`src/rtl/imem_port_arbiter.sv`:
```
// Arbitrates one single-ported memory between instruction fetch and load/store.
// One transaction in flight; load/store has priority with a fetch starvation guard.
module imem_port_arbiter #(
  parameter int XLEN   = 32,
  parameter int LS_MAX = 4,
  parameter int CNT_W  = 3
) (
  input  logic            clk,
  input  logic            rst,
  input  logic            if_req,
  input  logic [XLEN-1:0] if_addr,
  output logic            if_gnt,
  output logic            if_rvalid,
  output logic [XLEN-1:0] if_rdata,
  input  logic            redirect,
  output logic            stall_f,
  input  logic            ls_req,
  input  logic            ls_we,
  input  logic [XLEN-1:0] ls_addr,
  input  logic [XLEN-1:0] ls_wdata,
  input  logic [3:0]      ls_be,
  output logic            ls_gnt,
  output logic            ls_rvalid,
  output logic [XLEN-1:0] ls_rdata,
  output logic            mem_req,
  output logic            mem_we,
  output logic [XLEN-1:0] mem_addr,
  output logic [XLEN-1:0] mem_wdata,
  output logic [3:0]      mem_be,
  input  logic            mem_ready,
  input  logic            mem_rvalid,
  input  logic [XLEN-1:0] mem_rdata
);

  typedef enum logic [1:0] {IDLE, WAIT_IF, WAIT_LS} state_t;

  state_t           state, stateNext;
  logic             drop, dropNext;
  logic [CNT_W-1:0] streak, streakNext;
  logic             lsWeQ;
  logic [XLEN-1:0]  ifDataQ, lsDataQ;
  logic             selLs, selIf, streakFull;

  assign streakFull = (streak == CNT_W'(LS_MAX));

  always_comb begin
    stateNext = state;
    dropNext  = drop;
    selLs     = 1'b0;
    selIf     = 1'b0;
    mem_req   = 1'b0;
    mem_we    = 1'b0;
    mem_addr  = '0;
    mem_wdata = '0;
    mem_be    = 4'h0;
    if_gnt    = 1'b0;
    ls_gnt    = 1'b0;
    if_rvalid = 1'b0;
    ls_rvalid = 1'b0;
    case (state)
      IDLE: begin
        // A fetch is never issued while redirect is high: its address is stale.
        selLs = ls_req && !(if_req && streakFull);
        selIf = !selLs && if_req && !redirect;
        if (selLs) begin
          mem_req   = 1'b1;
          mem_we    = ls_we;
          mem_addr  = ls_addr;
          mem_wdata = ls_wdata;
          mem_be    = ls_be;
        end else if (selIf) begin
          mem_req  = 1'b1;
          mem_addr = if_addr;
          mem_be   = 4'hF;
        end
        if (mem_ready) begin
          ls_gnt = selLs;
          if_gnt = selIf;
          if (selLs)      stateNext = WAIT_LS;
          else if (selIf) stateNext = WAIT_IF;
        end
      end
      WAIT_IF: begin
        if (mem_rvalid) begin
          if_rvalid = !drop;
          stateNext = IDLE;
          dropNext  = 1'b0;
        end else if (redirect) begin
          dropNext = 1'b1;
        end
      end
      WAIT_LS: begin
        if (mem_rvalid) begin
          ls_rvalid = 1'b1;
          stateNext = IDLE;
          dropNext  = 1'b0;
        end
      end
      default: stateNext = IDLE;
    endcase
  end

  always_comb begin
    streakNext = streak;
    if (!if_req || if_gnt)
      streakNext = '0;
    else if (ls_gnt && !streakFull)
      streakNext = streak + CNT_W'(1);
  end

  assign if_rdata = if_rvalid ? mem_rdata : ifDataQ;
  assign ls_rdata = ls_rvalid ? (lsWeQ ? '0 : mem_rdata) : lsDataQ;
  assign stall_f  = if_req && !if_rvalid;

  always_ff @(posedge clk or posedge rst) begin
    if (rst) begin
      state   <= IDLE;
      drop    <= 1'b0;
      streak  <= '0;
      lsWeQ   <= 1'b0;
      ifDataQ <= '0;
      lsDataQ <= '0;
    end else begin
      state  <= stateNext;
      drop   <= dropNext;
      streak <= streakNext;
      if (ls_gnt)    lsWeQ   <= ls_we;
      if (if_rvalid) ifDataQ <= if_rdata;
      if (ls_rvalid) lsDataQ <= ls_rdata;
    end
  end

endmodule

```
`config.mk`:
```
export PLATFORM = sky130hd
export DESIGN_NAME = imem_port_arbiter
export DESIGN_NICKNAME = d
export VERILOG_FILES = /design/src/rtl/imem_port_arbiter.sv
export SDC_FILE = /design/constraint.sdc
export NUM_CORES = 1
export LEC_CHECK = 0
export BUFFER_PORTS_ARGS = -buffer_cell sky130_fd_sc_hd__buf_2
export CAP_MARGIN = 40
export CORE_AREA = 8 8 108 110
export CTS_CLUSTER_DIAMETER = 150
export DETAILED_ROUTE_END_ITERATION = 7
export DIE_AREA = 0 0 116 118
export PLACE_DENSITY = 0.93
export SYNTH_ARGS = -nofsm -noshare
export SYNTH_HDL_FRONTEND = slang
export SYNTH_SLANG_ARGS = --single-unit
```
`constraint.sdc`:
```
create_clock -name clk -period 3.8 [get_ports clk]
set_clock_uncertainty 0.05 [all_clocks]
set_input_delay 1.14 -clock clk [delete_from_list [all_inputs] [get_ports clk]]
set_output_delay 1.14 -clock clk [all_outputs]
set_load 0.05 [all_outputs]
```
Word-level counts from Yosys, hierarchy flattened:

Cells that the tools add are included.

* bits in registers: 71
* input bits: 140
* output and inout port bits: 139
* logic and storage cells: 70

* add/sub/neg operators: 1
* eq/ne operators: 8
* mux-type cells: 35
* reduce and logical (&&, ||, !) cells: 20

Operator list (count)
* 32-bit two-way mux: 8
* 1-bit two-way mux: 16
* 4-bit two-way mux: 3
* 2-bit two-way mux: 4
* 1-bit logical NOT: 7
* 1-bit logical AND: 6
* 3-bit two-way mux: 2
* 3-bit != test, second input constant: 2
* 3-bit AND reduction: 2
* 2-bit != test, second input constant: 2
* 2-bit one-hot mux with 2 select lines: 1
* 2-bit nonzero test: 2
* 3-bit by 1-bit adder with 3-bit output, second input constant: 1
* 3-bit equality test, second input constant: 1
* 2-bit by 1-bit equality test with 1-bit output, second input constant: 1
* 2-bit equality test, second input constant: 1
* 2-bit logical NOT: 1
* 2-bit by 1-bit != test with 1-bit output, second input constant: 1
* 1-bit one-hot mux with 2 select lines: 1
* 2-bit OR reduction: 1
* 1-bit logical OR: 1

Longest topological paths before layout:

* depth in word-level cells: 11
* mapped depth: 7
* depth with buffers taken out: 6

Least setup slack after synthesis:

No wires, ideal clock.

* path kind: input to output
* start point: in ls_req
* end point: out mem_be[0]
* arrival time: 2.575 ns
* data required time: 2.610 ns
* path slack: 0.035 ns
* stages on the path: 4
* buffers on the path: 1
* cells stage by stage: buf_2 -> a21boi_2 -> or2_2 -> a21oi_1

* longest elaborated chain between the ends: 7

Ends and longest elaborated chain
* start: declaration: RTL line 17 `input logic ls_req,`
* 1-bit logical AND (*): RTL line 63 `selLs = ls_req && !(if_req && streakFull);`
* 1-bit logical NOT: RTL line 64 `selIf = !selLs && if_req && !redirect;`
* 1-bit logical AND (2 in a row): RTL line 64
* 4-bit two-way mux: RTL line 71 `end else if (selIf) begin`
* 4-bit two-way mux (*): RTL line 65 `if (selLs) begin`
* 4-bit two-way mux (*): RTL line 60 `case (state)`
* end: declaration: RTL line 29 `output logic [3:0] mem_be,`

Every way passes the cells marked *; elsewhere a longest branch is shown, timed or not.

Worst setup path after layout:

* start point: in mem_rvalid
* end point: out if_rdata[11]

* longest elaborated chain between the ends: 3

Ends and longest elaborated chain
* start: declaration: RTL line 31 `input logic mem_rvalid,`
* 1-bit two-way mux: RTL line 84 `if (mem_rvalid) begin`
* 1-bit two-way mux: RTL line 60
* 32-bit two-way mux: RTL line 111 `assign if_rdata = if_rvalid ? mem_rdata : ifDataQ;`
* end: declaration: RTL line 14 `output logic [XLEN-1:0] if_rdata,`

Every way passes these cells.

==> results.sh <==
export IMPL_status="complete, no violations"
export IMPL_synth_ff_type="dfrtp_1"
export IMPL_pre_cts_ws_ns=0.231
export IMPL_num_io_pins=279
export IMPL_end_kind="primary output"
export IMPL_rows=37
export IMPL_synthTopCellsByCount="dfrtp_1 (71), o21ai_0 (67), mux2_2 (65)"
export IMPL_fin_ws_ns=0.210
export IMPL_ctsHoldBuffers=0
export IMPL_ys_ff_latch=71
export IMPL_postCtsSetupRepairBufs=0
export IMPL_ys_types=33
export IMPL_yosysWarnings=0
export IMPL_power_density_nw_per_um2=985
export IMPL_p_comb_frac=0.684
export IMPL_cp_slowest_stage_delay_ns=0.39
export IMPL_wl_per_cell_um=20.9
export IMPL_sw_frac_of_total=0.559
export IMPL_p_seq_frac=0.205
export IMPL_crit_fanout=63
export IMPL_die_y_um=118
export IMPL_synth_top_area_frac=0.425
export IMPL_synth_edf_count=0
export IMPL_fin_area_sq_um=6180
export IMPL_routed_via_count=4243
export IMPL_synth_fp_nets=565
export IMPL_numPortBuffers=278
export IMPL_synth_most_common_cell="dfrtp_1"
export IMPL_leakage_nw=3.30
export IMPL_p_int_mw=2.68
export IMPL_clk_pin_slew_ns=0.08
export IMPL_placed_area_sq_um=5950
export IMPL_dp_cells=813
export IMPL_ant_nets=0
export IMPL_grt_pass1_wl_um=25900
export IMPL_nNetsFinal=833
export IMPL_drt_iter0_markers=298
export IMPL_grt_start_max_net_pins=65
export IMPL_core_area_sq_um=10000
export IMPL_cts_htree_levels=3
export IMPL_start_util=0.418
export IMPL_synth_area_leader_cell="dfrtp_1"
export IMPL_fin_crit_sh=0.945
export IMPL_area_growth_pct=47.8
export IMPL_cts_max_path_buffers=2
export IMPL_synth_async_reset_ratio=1.00
export IMPL_cp_top_family="buffers and inverters"
export IMPL_syn_inst=420
export IMPL_cap_violations=0
export IMPL_critical_path_buf_inv_count=3
export IMPL_path_cells="buf_2 -> nand3b_1 -> buf_12 -> mux2_2 -> buf_2"
export IMPL_cts_buffers=9
export IMPL_clk_latency_ns=0.34
export IMPL_path_class="input pin to primary output"
export IMPL_stdcell_count=831
export IMPL_fin_tns_setup_ns=0
export IMPL_antenna_found_initial=3
export IMPL_maxSlewViolCount=0
export IMPL_setup_worst_path_start_class="input pin"
export IMPL_fmax_ghz=0.279
export IMPL_clockRootBuffer="clkbuf_8"
export IMPL_rsz0062_at_grt="no"
export IMPL_cp_arrival_ns=2.40
export IMPL_period_needed_ns=3.59
export IMPL_dp_hpwl_um=14700
export IMPL_maxSlewHeadroom=0.633
export IMPL_hold_violations=0
export IMPL_p_sw_mw=3.40
export IMPL_min_delay_path_class="flop to flop"
export IMPL_crit_top_cell="buf_2"
export IMPL_syn_area_sq_um=4180
export IMPL_tightestPinTransition_ns=0.549
export IMPL_clock_sinks=71
export IMPL_syn_avg_cell_area_sq_um=9.96
export IMPL_drc_errors=0
export IMPL_cp_slowest_cell="mux2_2"
export IMPL_place_gp_congestion=0.987
export IMPL_grt_ovfl_total=0
export IMPL_ir_worst_vdd_uv=461
export IMPL_die_width_um=116
export IMPL_clkPwrFrac=0.110
export IMPL_grt_pass1_vias=4356
export IMPL_wl_um=17400
export IMPL_vias_per_cell=5.11
export IMPL_setup_viol=0
export IMPL_power_mw=6.08
export IMPL_first_pass_iters=4
export IMPL_grt_total_usage=0.254
export IMPL_yosysSeqAreaShare=0.425
export IMPL_drive_above_1_share=0.541
export IMPL_post_cts_resize_count=0
export IMPL_dieArea_sq_um=13700
export IMPL_crit_required_ns=2.61
export IMPL_cts_tree="built"
export IMPL_synth_top_cells_by_area="dfrtp_1 (42%), mux2_2 (18%), o21ai_0 (8.0%), a22o_1 (6.7%), and2_1 (5.2%)"
==> per-layer routing <==
metal  vias up  global-route usage  part of all wire  routed length [um]
met5         -                   0           0.00075                  13
met4         2               0.122             0.038                 654
met3        32              0.0785             0.083                1440
met2       186               0.448              0.53                9140
met1      2001               0.263              0.35                6130
li1       2022                   -                 -                   -
==> placed cells by master, fill, tap and decap left out, drive strengths merged, types with 11 or more instances in the layout <==
cell / n
nand2: 37
clkbuf: 11
and2: 35
o21ai: 67
nand2b: 33
buf: 288
dfrtp: 71
mux2: 65
a22o: 32
==> path summary, 6_finish.rpt <==
kind	end	depth (start not counted)	slack (ns)	startpoint
setup / recovery	if_rdata[11]	5	0.21	mem_rvalid
hold / removal	lsDataQ[27]$_DFFE_PP0P_	2	0.42	lsDataQ[27]$_DFFE_PP0P_
setup reg to reg	lsWeQ$_DFFE_PP0P_	6	1.96	state[0]$_DFFE_PP0P_
hold reg to reg	lsDataQ[27]$_DFFE_PP0P_	2	0.42	lsDataQ[27]$_DFFE_PP0P_
max in group asynchronous	ifDataQ[31]$_DFFE_PP0P_	3	2.12	rst
min in group asynchronous	ifDataQ[20]$_DFFE_PP0P_	2	0.79	rst
==> tightest hold or removal path: stages (launching register included) <==
cell,delay [ns]
dfrtp_1,0.33
nand2_1,0.05
o21ai_0,0.06
==> power groups by stage <==
stage	Combinational (mW)	Clock [mW]	Sequential, mW
finish	4.16	0.670	1.25
global route	4.36	0.723	1.29
CTS	4.18	0.686	1.25
detailed placement	4.17	0	1.27
global placement	4.03	0	1.28
floorplan	3.13	0	1.22
==> registers in the layout, indices dropped and copies added, names as in the netlist <==
register,flops
streak,3
lsDataQ,32
ifDataQ,32
drop,1
lsWeQ,1
state,2
==> area by class of cell <==
cell class | instances | area [sq um]
timing repair buffer | 288 | 1760
clock inverter | 5 | 81.3
antenna | 2 | 5.00
tap | 136 | 170
sequential | 71 | 1780
inverter | 9 | 33.8
multi-input combinational | 309 | 2210
clock buffer | 11 | 141
fill | 845 | 3820
==> kinds of logic after synthesis <==
family | share of synthesized area
AOI/OAI and AO/OA | 0.170
buffers and inverters | 0.0491
DFF | 0.425
and+or+nand+nor | 0.166
adders and majority gates | 0.0150
muxes | 0.175
==> metrics by stage <==
stage | util | hold slack (ns)
after floorplan | - | 0.389
after global placement | 0.592 | 0.400
after detailed placement | 0.595 | 0.410
after CTS | 0.617 | 0.427
after global routing | 0.618 | 0.448
final | 0.618 | 0.420
No activity file was read; power rests on OpenSTA's default activity.
